## src/rtl/regfile_arb_pkg.sv

```systemverilog
// Shared types and defaults for the register-file write arbiter.
//   ADDR_W_DEF  : default register address width
//   DATA_W_DEF  : default write data width
//   arb_state_t : IDLE / SETUP / COMMIT sequencing states
package regfile_arb_pkg;

  localparam int unsigned ADDR_W_DEF = 5;
  localparam int unsigned DATA_W_DEF = 64;

  typedef enum logic [1:0] {
    IDLE   = 2'd0,
    SETUP  = 2'd1,
    COMMIT = 2'd2
  } arb_state_t;

endpackage

```

## src/rtl/regfile_write_arbiter_wr_sel_decoder.sv

```systemverilog
// Enabled one-hot wordline decoder built as a binary tree of 1-to-2 enabled decoders.
// Ports:
//   i_en   : gates every output; all-zero when low
//   i_addr : register address (ADDR_W bits)
//   o_sel  : one-hot wordline select (NREG bits)
module wr_sel_decoder #(
  parameter int unsigned ADDR_W = 5,
  parameter int unsigned NREG   = 1 << ADDR_W
) (
  input  logic              i_en,
  input  logic [ADDR_W-1:0] i_addr,
  output logic [NREG-1:0]   o_sel
);

  // Heap-ordered tree: node n has children 2n+1 (bit=0) and 2n+2 (bit=1).
  // Leaves occupy NREG-1 .. 2*NREG-2, leaf offset equals the address value.
  logic [2*NREG-2:0] w_node;

  assign w_node[0] = i_en;

  for (genvar k = 0; k < ADDR_W; k++) begin : g_lvl
    for (genvar j = 0; j < (1 << k); j++) begin : g_node
      localparam int unsigned N = (1 << k) - 1 + j;
      // Level k consumes address bit MSB-first.
      assign w_node[2*N+1] = w_node[N] & ~i_addr[ADDR_W-1-k];
      assign w_node[2*N+2] = w_node[N] &  i_addr[ADDR_W-1-k];
    end
  end

  assign o_sel = w_node[2*NREG-2:NREG-1];

endmodule

```

## src/rtl/regfile_write_arbiter.sv

```systemverilog
// Round-robin arbiter sharing the register-file write port between the writeback stage
// (req0) and the load-return path (req1). Each accepted write is sequenced SETUP (wordline
// select settles) then COMMIT (write enable fires); COMMIT overlaps the next acceptance.
// Optional feature macro: REGFILE_ARB_ZERO_FILTER_EN -- when defined, writes to address
// NREG-1 (hard-wired zero register) are accepted and dropped without a SETUP/COMMIT.
// Ports:
//   clk, rst_n                 : clock, asynchronous active-low reset
//   i_reqN_valid/addr/data     : requester N write request (N = 0, 1)
//   o_reqN_ready               : requester N accepted this cycle (combinational)
//   o_wr_sel                   : one-hot wordline select, zero when idle
//   o_wr_addr, o_wr_data       : registered address/data of the write in flight
//   o_wr_en                    : write strobe, high only in COMMIT
//   o_busy                     : a write is in flight
module regfile_write_arbiter
  import regfile_arb_pkg::*;
#(
  parameter int unsigned ADDR_W = ADDR_W_DEF,
  parameter int unsigned DATA_W = DATA_W_DEF,
  parameter int unsigned NREG   = 1 << ADDR_W
) (
  input  logic              clk,
  input  logic              rst_n,
  input  logic              i_req0_valid,
  input  logic [ADDR_W-1:0] i_req0_addr,
  input  logic [DATA_W-1:0] i_req0_data,
  input  logic              i_req1_valid,
  input  logic [ADDR_W-1:0] i_req1_addr,
  input  logic [DATA_W-1:0] i_req1_data,
  output logic              o_req0_ready,
  output logic              o_req1_ready,
  output logic [NREG-1:0]   o_wr_sel,
  output logic [ADDR_W-1:0] o_wr_addr,
  output logic [DATA_W-1:0] o_wr_data,
  output logic              o_wr_en,
  output logic              o_busy
);

  arb_state_t        r_state;
  arb_state_t        w_state_d;
  logic              r_last;
  logic [ADDR_W-1:0] r_addr;
  logic [DATA_W-1:0] r_data;

  logic              w_can_accept;
  logic              w_pick0;
  logic              w_pick1;
  logic              w_accept;
  logic              w_launch;
  logic [ADDR_W-1:0] w_acc_addr;
  logic [DATA_W-1:0] w_acc_data;
  logic              w_busy;

  assign w_can_accept = (r_state == IDLE) || (r_state == COMMIT);

  // On a tie the requester that did not win last time is granted; r_last=1 favours req0.
  assign w_pick0 = i_req0_valid && (!i_req1_valid || r_last);
  assign w_pick1 = i_req1_valid && (!i_req0_valid || !r_last);

  assign o_req0_ready = w_can_accept && w_pick0;
  assign o_req1_ready = w_can_accept && w_pick1;
  assign w_accept     = o_req0_ready || o_req1_ready;

  assign w_acc_addr = o_req1_ready ? i_req1_addr : i_req0_addr;
  assign w_acc_data = o_req1_ready ? i_req1_data : i_req0_data;

`ifdef REGFILE_ARB_ZERO_FILTER_EN
  logic w_zero_hit;
  assign w_zero_hit = (w_acc_addr == ADDR_W'(NREG - 1));
  // Zero-register writes consume the grant but never reach the wordlines.
  assign w_launch   = w_accept && !w_zero_hit;
`else
  assign w_launch   = w_accept;
`endif

  always_comb begin
    w_state_d = r_state;
    unique case (r_state)
      IDLE:    w_state_d = w_launch ? SETUP : IDLE;
      SETUP:   w_state_d = COMMIT;
      COMMIT:  w_state_d = w_launch ? SETUP : IDLE;
      default: w_state_d = IDLE;
    endcase
  end

  always_ff @(posedge clk or negedge rst_n) begin
    if (!rst_n) begin
      r_state <= IDLE;
      r_last  <= 1'b1;
      r_addr  <= '0;
      r_data  <= '0;
    end else begin
      r_state <= w_state_d;
      if (w_accept) begin
        r_last <= o_req1_ready;
      end
      if (w_launch) begin
        r_addr <= w_acc_addr;
        r_data <= w_acc_data;
      end
    end
  end

  assign w_busy    = (r_state != IDLE);
  assign o_busy    = w_busy;
  assign o_wr_en   = (r_state == COMMIT);
  assign o_wr_addr = r_addr;
  assign o_wr_data = r_data;

  wr_sel_decoder #(
    .ADDR_W (ADDR_W),
    .NREG   (NREG)
  ) u_wr_sel_decoder (
    .i_en   (w_busy),
    .i_addr (r_addr),
    .o_sel  (o_wr_sel)
  );

endmodule

```

## config.mk

```make
export PLATFORM = sky130hd
export DESIGN_NAME = regfile_write_arbiter
export DESIGN_NICKNAME = d
export VERILOG_FILES = /design/src/rtl/regfile_arb_pkg.sv /design/src/rtl/regfile_write_arbiter_wr_sel_decoder.sv /design/src/rtl/regfile_write_arbiter.sv
export SDC_FILE = /design/constraint.sdc
export NUM_CORES = 1
export LEC_CHECK = 0
export CAP_MARGIN = 40
export CELL_PAD_IN_SITES_DETAIL_PLACEMENT = 1
export CELL_PAD_IN_SITES_GLOBAL_PLACEMENT = 1
export CORE_ASPECT_RATIO = 0.9
export CORE_MARGIN = 2
export CORE_UTILIZATION = 22
export DETAILED_ROUTE_END_ITERATION = 10
export PLACE_DENSITY = 0.81
export SETUP_SLACK_MARGIN = 0.1
export SYNTH_ARGS = -nofsm -noshare
export SYNTH_HDL_FRONTEND = slang
export SYNTH_HIERARCHICAL = 1
export SYNTH_SLANG_ARGS = --single-unit
```

## constraint.sdc

```tcl
create_clock -name clk -period 1.3 [get_ports clk]
set_input_delay 0.13 -clock clk [delete_from_list [all_inputs] [get_ports clk]]
set_output_delay 0.13 -clock clk [all_outputs]
set_load 0.01 [all_outputs]
```

# == Word level (Yosys, flattened, before mapping) ==
# Index checks and enable logic that the tools add are counted.
# word_totals
ff_bits,72
inputBits,142
word_cells,91
# classes
n_eq_ne,2
n_mux,4
bitwise_logic,67
reduce_logical,14
# op_table
operator,n
$mux W64,1
$and A1 B1 Y1,62
$mux W5,1
$not A1 Y1,5
$logic_and A1 B1 Y1,4
$logic_or A1 B1 Y1,4
$pmux W2 S2,1
$logic_not A1 Y1,3
$eq A2 B1 Y1 const B,1
$eq A2 B2 Y1 const B,1
$logic_not A2 Y1,1
$reduce_bool A2 Y1,1
$reduce_or A2 Y1,1
$mux W1,1

# == Logic depth before layout (Yosys ltp) ==
# Gate-level depths: netlist of run 1.
# depth
ltp_word,7
ltp_mapped,6
depth_no_buf,3

# == Hierarchy ==
# Netlist of run 1, hierarchy kept.
# by_module_without_submodules
module,n_inst,cells_each,area_per_inst_um2,seq_area_each_um2
regfile_write_arbiter,1,408,3499.6,1803.0
wr_sel_decoder,1,47,230.2,0.0

# == Worst setup path after synthesis of run 1 ==
# Ideal clock, no wire load.
# synth_timing
path_kind,register to output
from,reg r_state[0]
to,out o_wr_sel[1]
arrival_ps,1297
t_required_ps,1170
path_slack_ps,-127
stages_incl_launch_ff,4
n_path_buf,0
path_cell_list,dfrtp_1 or2_2 or4b_1 nor2_1
# synth_between
elab_chain_cells,6
# synth_lines
element,line,rtl
start: declaration,regfile_write_arbiter.sv:38,arb_state_t r_state;
start signal: assignment,regfile_write_arbiter.sv:92,r_state <= w_state_d;
$reduce_bool A2 Y1,regfile_write_arbiter.sv:103,assign w_busy = (r_state != IDLE);
named net o_busy,regfile_write_arbiter.sv:35,output logic o_busy
$and A1 B1 Y1 (4 in series),regfile_write_arbiter_wr_sel_decoder.sv:25,assign w_node[2*N+1] = w_node[N] & ~i_addr[ADDR_W-1-k];
$and A1 B1 Y1,regfile_write_arbiter_wr_sel_decoder.sv:26,assign w_node[2*N+2] = w_node[N] & i_addr[ADDR_W-1-k];
end: declaration,regfile_write_arbiter.sv:31,"output logic [NREG-1:0] o_wr_sel,"
# The timed path passes the listed nets, and every way through them passes these cells.

# == Worst setup path in the final report of run 1 ==
# layout_timing
from,reg r_state[1]
to,out o_wr_sel[1]
# layout_between
elab_chain_cells,6
# layout_lines
element,line
$reduce_bool A2 Y1,regfile_write_arbiter.sv:103
$and A1 B1 Y1 (4 in series),regfile_write_arbiter_wr_sel_decoder.sv:25
$and A1 B1 Y1,regfile_write_arbiter_wr_sel_decoder.sv:26
# Every way passes these cells.

==> results.toml, run 1 <==
[outcome]
status = "finished with violations"
violations = "negative setup slack"

[yosys]
ys_warn_count = 6
synthCells = 455
synth_flop_cell = "dfrtp_1"
ys_seq_area_share_pct = 48.3
ys_ff_latch = 72
synth_edf_count = 0
syn_area_um2 = 3730
synth.distinct_cells = 25
synth.avg_cell_area_um2 = 8.20
async_reset_ff_share_pct = 100
synthesis.nets = 597

[global_route]
grt_max_degree = 73
grt_pass1_wl_um = 31300
gr-total-overflow = 0
antenna_found_initial = 0
grt_usage_pct = 22.6
grt_pass1_vias = 5202

[setup_path]
worst-r2r-setup-slack_ps = -430
path_class = "flop to primary output"
required_ps = 1170
arrival_ps = 1710
worstSetupEndpointType = "primary output"
crit_path_start_kind = "flop"
path_max_fanout = 4

[finish]
area_growth_pct = 125
final_common_cell = "clkdlybuf4s50_1"
nets = 914
drive_gt1_share_pct = 30.6
antenna_cells = 0
fill_cells = 1861
register_area_um2 = 1800
final_area_um2 = 8400
multiInputGateArea_um2 = 2060
final_cell_mix = "clkdlybuf4s50_1, dfrtp_1, nand3_1, nor2_1, a31oi_1"

[power]
p_sw_uw = 3650
p_leak_uw = 0.00340
vdd_drop_max_mv = 0.834
p_int_uw = 6980
powerDensity_nw_per_um2 = 1260
combPwrFrac_pct = 46.8
seq_power_share_pct = 28.7
sw_frac_of_total_pct = 34.3
p_clk_share_pct = 24.5

[placement]
place_ws_ps = -470
place.gp.congestion = 0.751
io_buffers = 246
place_hpwl_um = 11200
placed_cell_area_um2 = 6620

[timing]
min_period_ps = 1840
fin_crit_sh_pct = 141
max_freq_ghz = 0.544
relSlewSlack_pct = 71.0
rsz0062_at_grt = "yes"
worstMarginPinSlew_ps = 436
finalMaxSlewViolations = 0
fin_skew_ps = 6.84
hold_violations = 0
fin_tns_setup_ps = -39420
setup_viol = 106
fin_ws_ps = -538

[die]
die_x_um = 141
start_util_pct = 22.3
io_pins = 247
coreArea_um2 = 16700
dieHeight_um = 128
placementRows = 45
die-area_um2 = 18000

[clock_network]
h-tree-depth = 3
cts_buffers = 9
cts-root-buf = "clkbuf_16"
clk_latency_ps = 340
cts_tree = "done"
ctsLongestPathBuffers = 2
cts_sinks = 72
path_clk_slew_ps = 60

[worst_hold_path]
hp-class = "input pin to asynchronous set/reset pin"

[route]
vias_per_cell = 5.01
vias = 4947
drt_wl_total_um = 20600
first_pass_iters = 4
ant_nets = 0
post_drt_wl_per_cell_um = 20.9
drtIter0Drc = 215
drc = 0

[flow_run]
drv_cap = 0
## cells in the mapped netlist (2+ instances only)
| master | number | share of area, % |
|---|---|---|
| a31oi_1 | 69 | 12 |
| buf_2 | 29 | 3.9 |
| buf_6 | 2 | 0.60 |
| clkbuf_1 | 10 | 1.0 |
| clkbuf_2 | 7 | 0.94 |
| dfrtp_1 | 71 | 48 |
| nand2_1 | 3 | 0.30 |
| nand2b_1 | 4 | 0.67 |
| nand3_1 | 69 | 9.3 |
| nand4b_1 | 3 | 0.70 |
| nand4bb_1 | 3 | 0.91 |
| nor2_1 | 102 | 10 |
| nor2b_1 | 3 | 0.50 |
| o21ai_0 | 52 | 7.0 |
| o21ai_1 | 18 | 2.4 |
## through the flow
step | std cells | utilization (%) | power, uW | hold WS (ps)
6_report | 988 | 50.3 | 10600 | 345
3_3_place_gp | 892 | 39.6 | 6760 | 186
5_1_grt | 988 | 50.3 | 11200 | 362
3_5_place_dp | 892 | 39.6 | 6840 | 188
4_1_cts | 982 | 48.8 | 10400 | 342
2_1_floorplan | 455 | - | 4660 | -166
## logic make-up after synthesis
kind of cell	count (synthesis)	synth area share [%]
compound gates	141	21.4
flops	72	48.3
buf+inv	50	6.74
simple gates	192	23.5
## critical path, stage by stage, from the launching register on
cell and delay (ps):
dfrtp_1 370, or2_4 140, or4b_4 530, buf_6 150
nor2_4 80, buf_6 110
## power by group through the flow
stage	clock network, uW	logic, uW	registers [uW]
finish	2610	4970	3050
global route	2760	5310	3120
CTS	2680	4730	3020
detailed placement	0	3770	3070
global placement	0	3730	3030
floorplan	0	1360	3300
## path summary, 6_finish.rpt
kind,start,endpoint,cells past startpoint
setup / recovery,r_state[1],o_wr_sel[1],5
hold / removal,rst_n,o_wr_data[5],3
setup reg to reg,r_state[0],o_wr_data[27],9
hold reg to reg,o_wr_data[15],o_wr_data[15],2
max in group asynchronous,rst_n,r_last,3
min in group clk,i_req1_data[60],o_wr_data[60],3
## what timing repair did
action                                  in CTS  in global routing
pin swaps                                   24                 19
endpoints found under the setup margin     175                115
gates resized for setup                    327                 62
hold buffers                                 1                  0
endpoints found under the hold margin       71                  0
setup buffers                               50                  8
cloned                                      24                  0
## routing by layer
metal  vias to the layer above  GRT usage, %  part of all wire, %  routed length, um
met4                         0          4.59                 0.96                197
met2                       173          40.3                   52              10800
met5                         -             0                    0                  0
met1                      2489          27.2                   40               8270
met3                        14          6.75                  6.5               1340
li1                       2271             -                    -                  -
## state kept, by name, summed over array words and instances, names as in the netlist
register,count
r_state,2
o_wr_addr,5
r_last,1
o_wr_data,64
## final cells by class
type,count,share of cell area [%]
Multi-Input combinational cell,333,24.5
Clock buffer,12,3.05
Sequential cell,72,21.5
Clock inverter,4,0.625
Timing Repair Buffer,355,47.1
Tap cell,211,3.14
Inverter,1,0.0447
Power figures use the tool's default switching activity.
==> inputs of run 2 (changes only) <==
--- a/config.mk
+++ b/config.mk
@@ -10,9 +10,9 @@
 export CELL_PAD_IN_SITES_GLOBAL_PLACEMENT = 1
 export CORE_ASPECT_RATIO = 0.9
 export CORE_MARGIN = 2
-export CORE_UTILIZATION = 22
+export CORE_UTILIZATION = 26
 export DETAILED_ROUTE_END_ITERATION = 10
-export PLACE_DENSITY = 0.81
+export PLACE_DENSITY = 0.89
 export SETUP_SLACK_MARGIN = 0.1
 export SYNTH_ARGS = -nofsm -noshare
 export SYNTH_HDL_FRONTEND = slang
==> constraint.sdc (replaced) <==
create_clock -name clk -period 2.3 [get_ports clk]
set_input_delay 0.23 -clock clk [delete_from_list [all_inputs] [get_ports clk]]
set_output_delay 0.23 -clock clk [all_outputs]
set_load 0.01 [all_outputs]
==> run 2 against run 1 <==
The run now ends clean. Register-to-register slack better by 1100 ps. Final area decreased by 20%. Global-route usage is 2.5 points lower. Highest routed layer unchanged. Sequential power down 43%. Sequential share of layout area grew 5.5 points. Largest cell class unchanged. Via count decreased by 11%. Sequential cell count unchanged.
==> results.toml, run 2 (synthesized netlist as in run 1, its figures left out) <==
[clock_network]
h-tree-depth = 3
cts_sinks = 72
path_clk_slew_ps = 60
post-cts-setup-buffer-count = 0
clk_latency_ps = 330
cts_tree = "done"
ctsLongestPathBuffers = 2
cts-root-buf = "clkbuf_16"
cts_buffers = 9

[finish]
final_cell_mix = "clkdlybuf4s50_1, nor2_1, dfrtp_1, nand3_1, a31oi_1"
final_common_cell = "clkdlybuf4s50_1"
nets = 820
largest_register_ffs = 64
drive_gt1_share_pct = 6.15
final_cells = 876
area_growth_pct = 79.2
antenna_cells = 0

[timing]
fin_crit_sh_pct = 92.7
relSlewSlack_pct = 66.1
min_period_ps = 2130
worstMarginPinSlew_ps = 509
finalMaxSlewViolations = 0
fin_tns_setup_ps = 0
hold_ws_ps = 412
hold_violations = 0
setup_viol = 0
max_freq_ghz = 0.469
fin_skew_ps = 5.77
rsz0062_at_grt = "yes"

[setup_path]
required_ps = 2070
path_class = "flop to primary output"
arrival_ps = 1900
crit_path_start_kind = "flop"
cpPeakStageDelay_ps = 550
critPathLaunch = "o_wr_addr[4]"
cp_cell_sequence = "buf_4, nand4bb_2, nor2_1, clkdlybuf4s50_1"
reg2reg_from = "r_last"
worstSetupEndpointType = "primary output"
critPathSlowestCell = "clkdlybuf4s50_1"
path_max_fanout = 9

[route]
drtIter0Drc = 138
ant_nets = 0
first_pass_iters = 4
vias = 4397
drc = 0
drt_wl_total_um = 15400
vias_per_cell = 5.02
post_drt_wl_per_cell_um = 17.6

[die]
io_pins = 247
die_x_um = 130
dieHeight_um = 118
placementRows = 41
coreArea_um2 = 14000
start_util_pct = 26.6
die-area_um2 = 15300

[global_route]
grt_usage_pct = 20.2
grt_max_degree = 104
antenna_found_initial = 0
grt_pass1_wl_um = 24400
grt_pass1_vias = 4648
gr-total-overflow = 0

[flow_run]
drv_cap = 0

[placement]
io_buffers = 246
place.gp.congestion = 0.762
place_hpwl_um = 11300
dp.cells = 859

[outcome]
status = "completed"

[power]
p_leak_uw = 0.00259
vdd_drop_max_mv = 0.523
powerDensity_nw_per_um2 = 764

[worst_hold_path]
hp-class = "input pin to asynchronous set/reset pin"
[run 2: changes by cell type in the layout (fill, tap and decap cells not counted), moves of 8 or more]
| cell | previous run | this run |
|---|---|---|
| o21ai_0 | 17 | 52 |
| buf_6 | 40 | 0 |
| buf_4 | 29 | 13 |
| buf_2 | 31 | 0 |
| dlygate4sd2_1 | 58 | 4 |
| nor2_4 | 9 | 0 |
| clkdlybuf4s50_1 | 140 | 235 |
| a31oi_1 | 61 | 69 |
| buf_16 | 23 | 0 |
| buf_12 | 24 | 2 |
| o21ai_1 | 48 | 18 |
| nor2_1 | 62 | 102 |
| nor2_2 | 31 | 0 |
[run 2: final timing paths]
path | slack (ps) | to | depth (start not counted)
min reg2reg | 470 | r_state[1] | 1
max reg2reg | 650 | o_wr_data[40] | 4
min | 410 | o_wr_data[43] | 2
max | 170 | o_wr_sel[11] | 4
max in group asynchronous | 1310 | o_wr_data[0] | 3
min in group clk | 470 | r_state[1] | 1
[run 2: final cells by class]
| type | count | area (um2) |
|---|---|---|
| well taps | 193 | 241 |
| fillers | 1614 | 7320 |
| multi-input cells | 333 | 1720 |
| clock inverters | 5 | 55.1 |
| repair buffers | 261 | 2610 |
| flip-flops and latches | 72 | 1800 |
| clock buffers | 11 | 253 |
| inverters | 1 | 3.75 |
[run 2: report_power, final]
| group | switching [uW] | internal (uW) |
|---|---|---|
| logic | 946 | 1010 |
| clock network | 529 | 894 |
| registers | 178 | 1550 |
| total | 1650 | 3450 |
[run 2: repair_timing]
item                                    CTS  global route
hold buffers                              1             0
pin swaps                                 0             3
endpoints found under the setup margin    4            14
endpoints found under the hold margin    35             0
cloned                                    0             0
gates resized for setup                   6             9
[run 2: worst max-delay path, delay by kind of cell (launching register included)]
| kind | cells | cell delay [ps] |
|---|---|---|
| AND/OR/NAND/NOR | 2 | 480 |
| flip-flops | 1 | 370 |
| buffers and inverters | 2 | 720 |
[run 2: through the flow]
step                      setup slack (ps)  utilization (%)  instance area [um2]  power, uW
after floorplan                        773                -                 3730       2560
after global placement                 275             45.1                 6310       3610
after detailed placement               244             45.2                 6330       3700
after CTS                              138             47.5                 6650       5160
after global routing                  74.3             47.7                 6680       5410
final                                  168             47.7                 6680       5110
[run 2: routing by layer]
layer	GRT usage [%]	share of wire [%]	wire, um
met1	23.1	40	6180
met2	35.2	50	7760
met3	6.59	7.6	1180
met4	6.32	2.0	303
met5	0	0	0
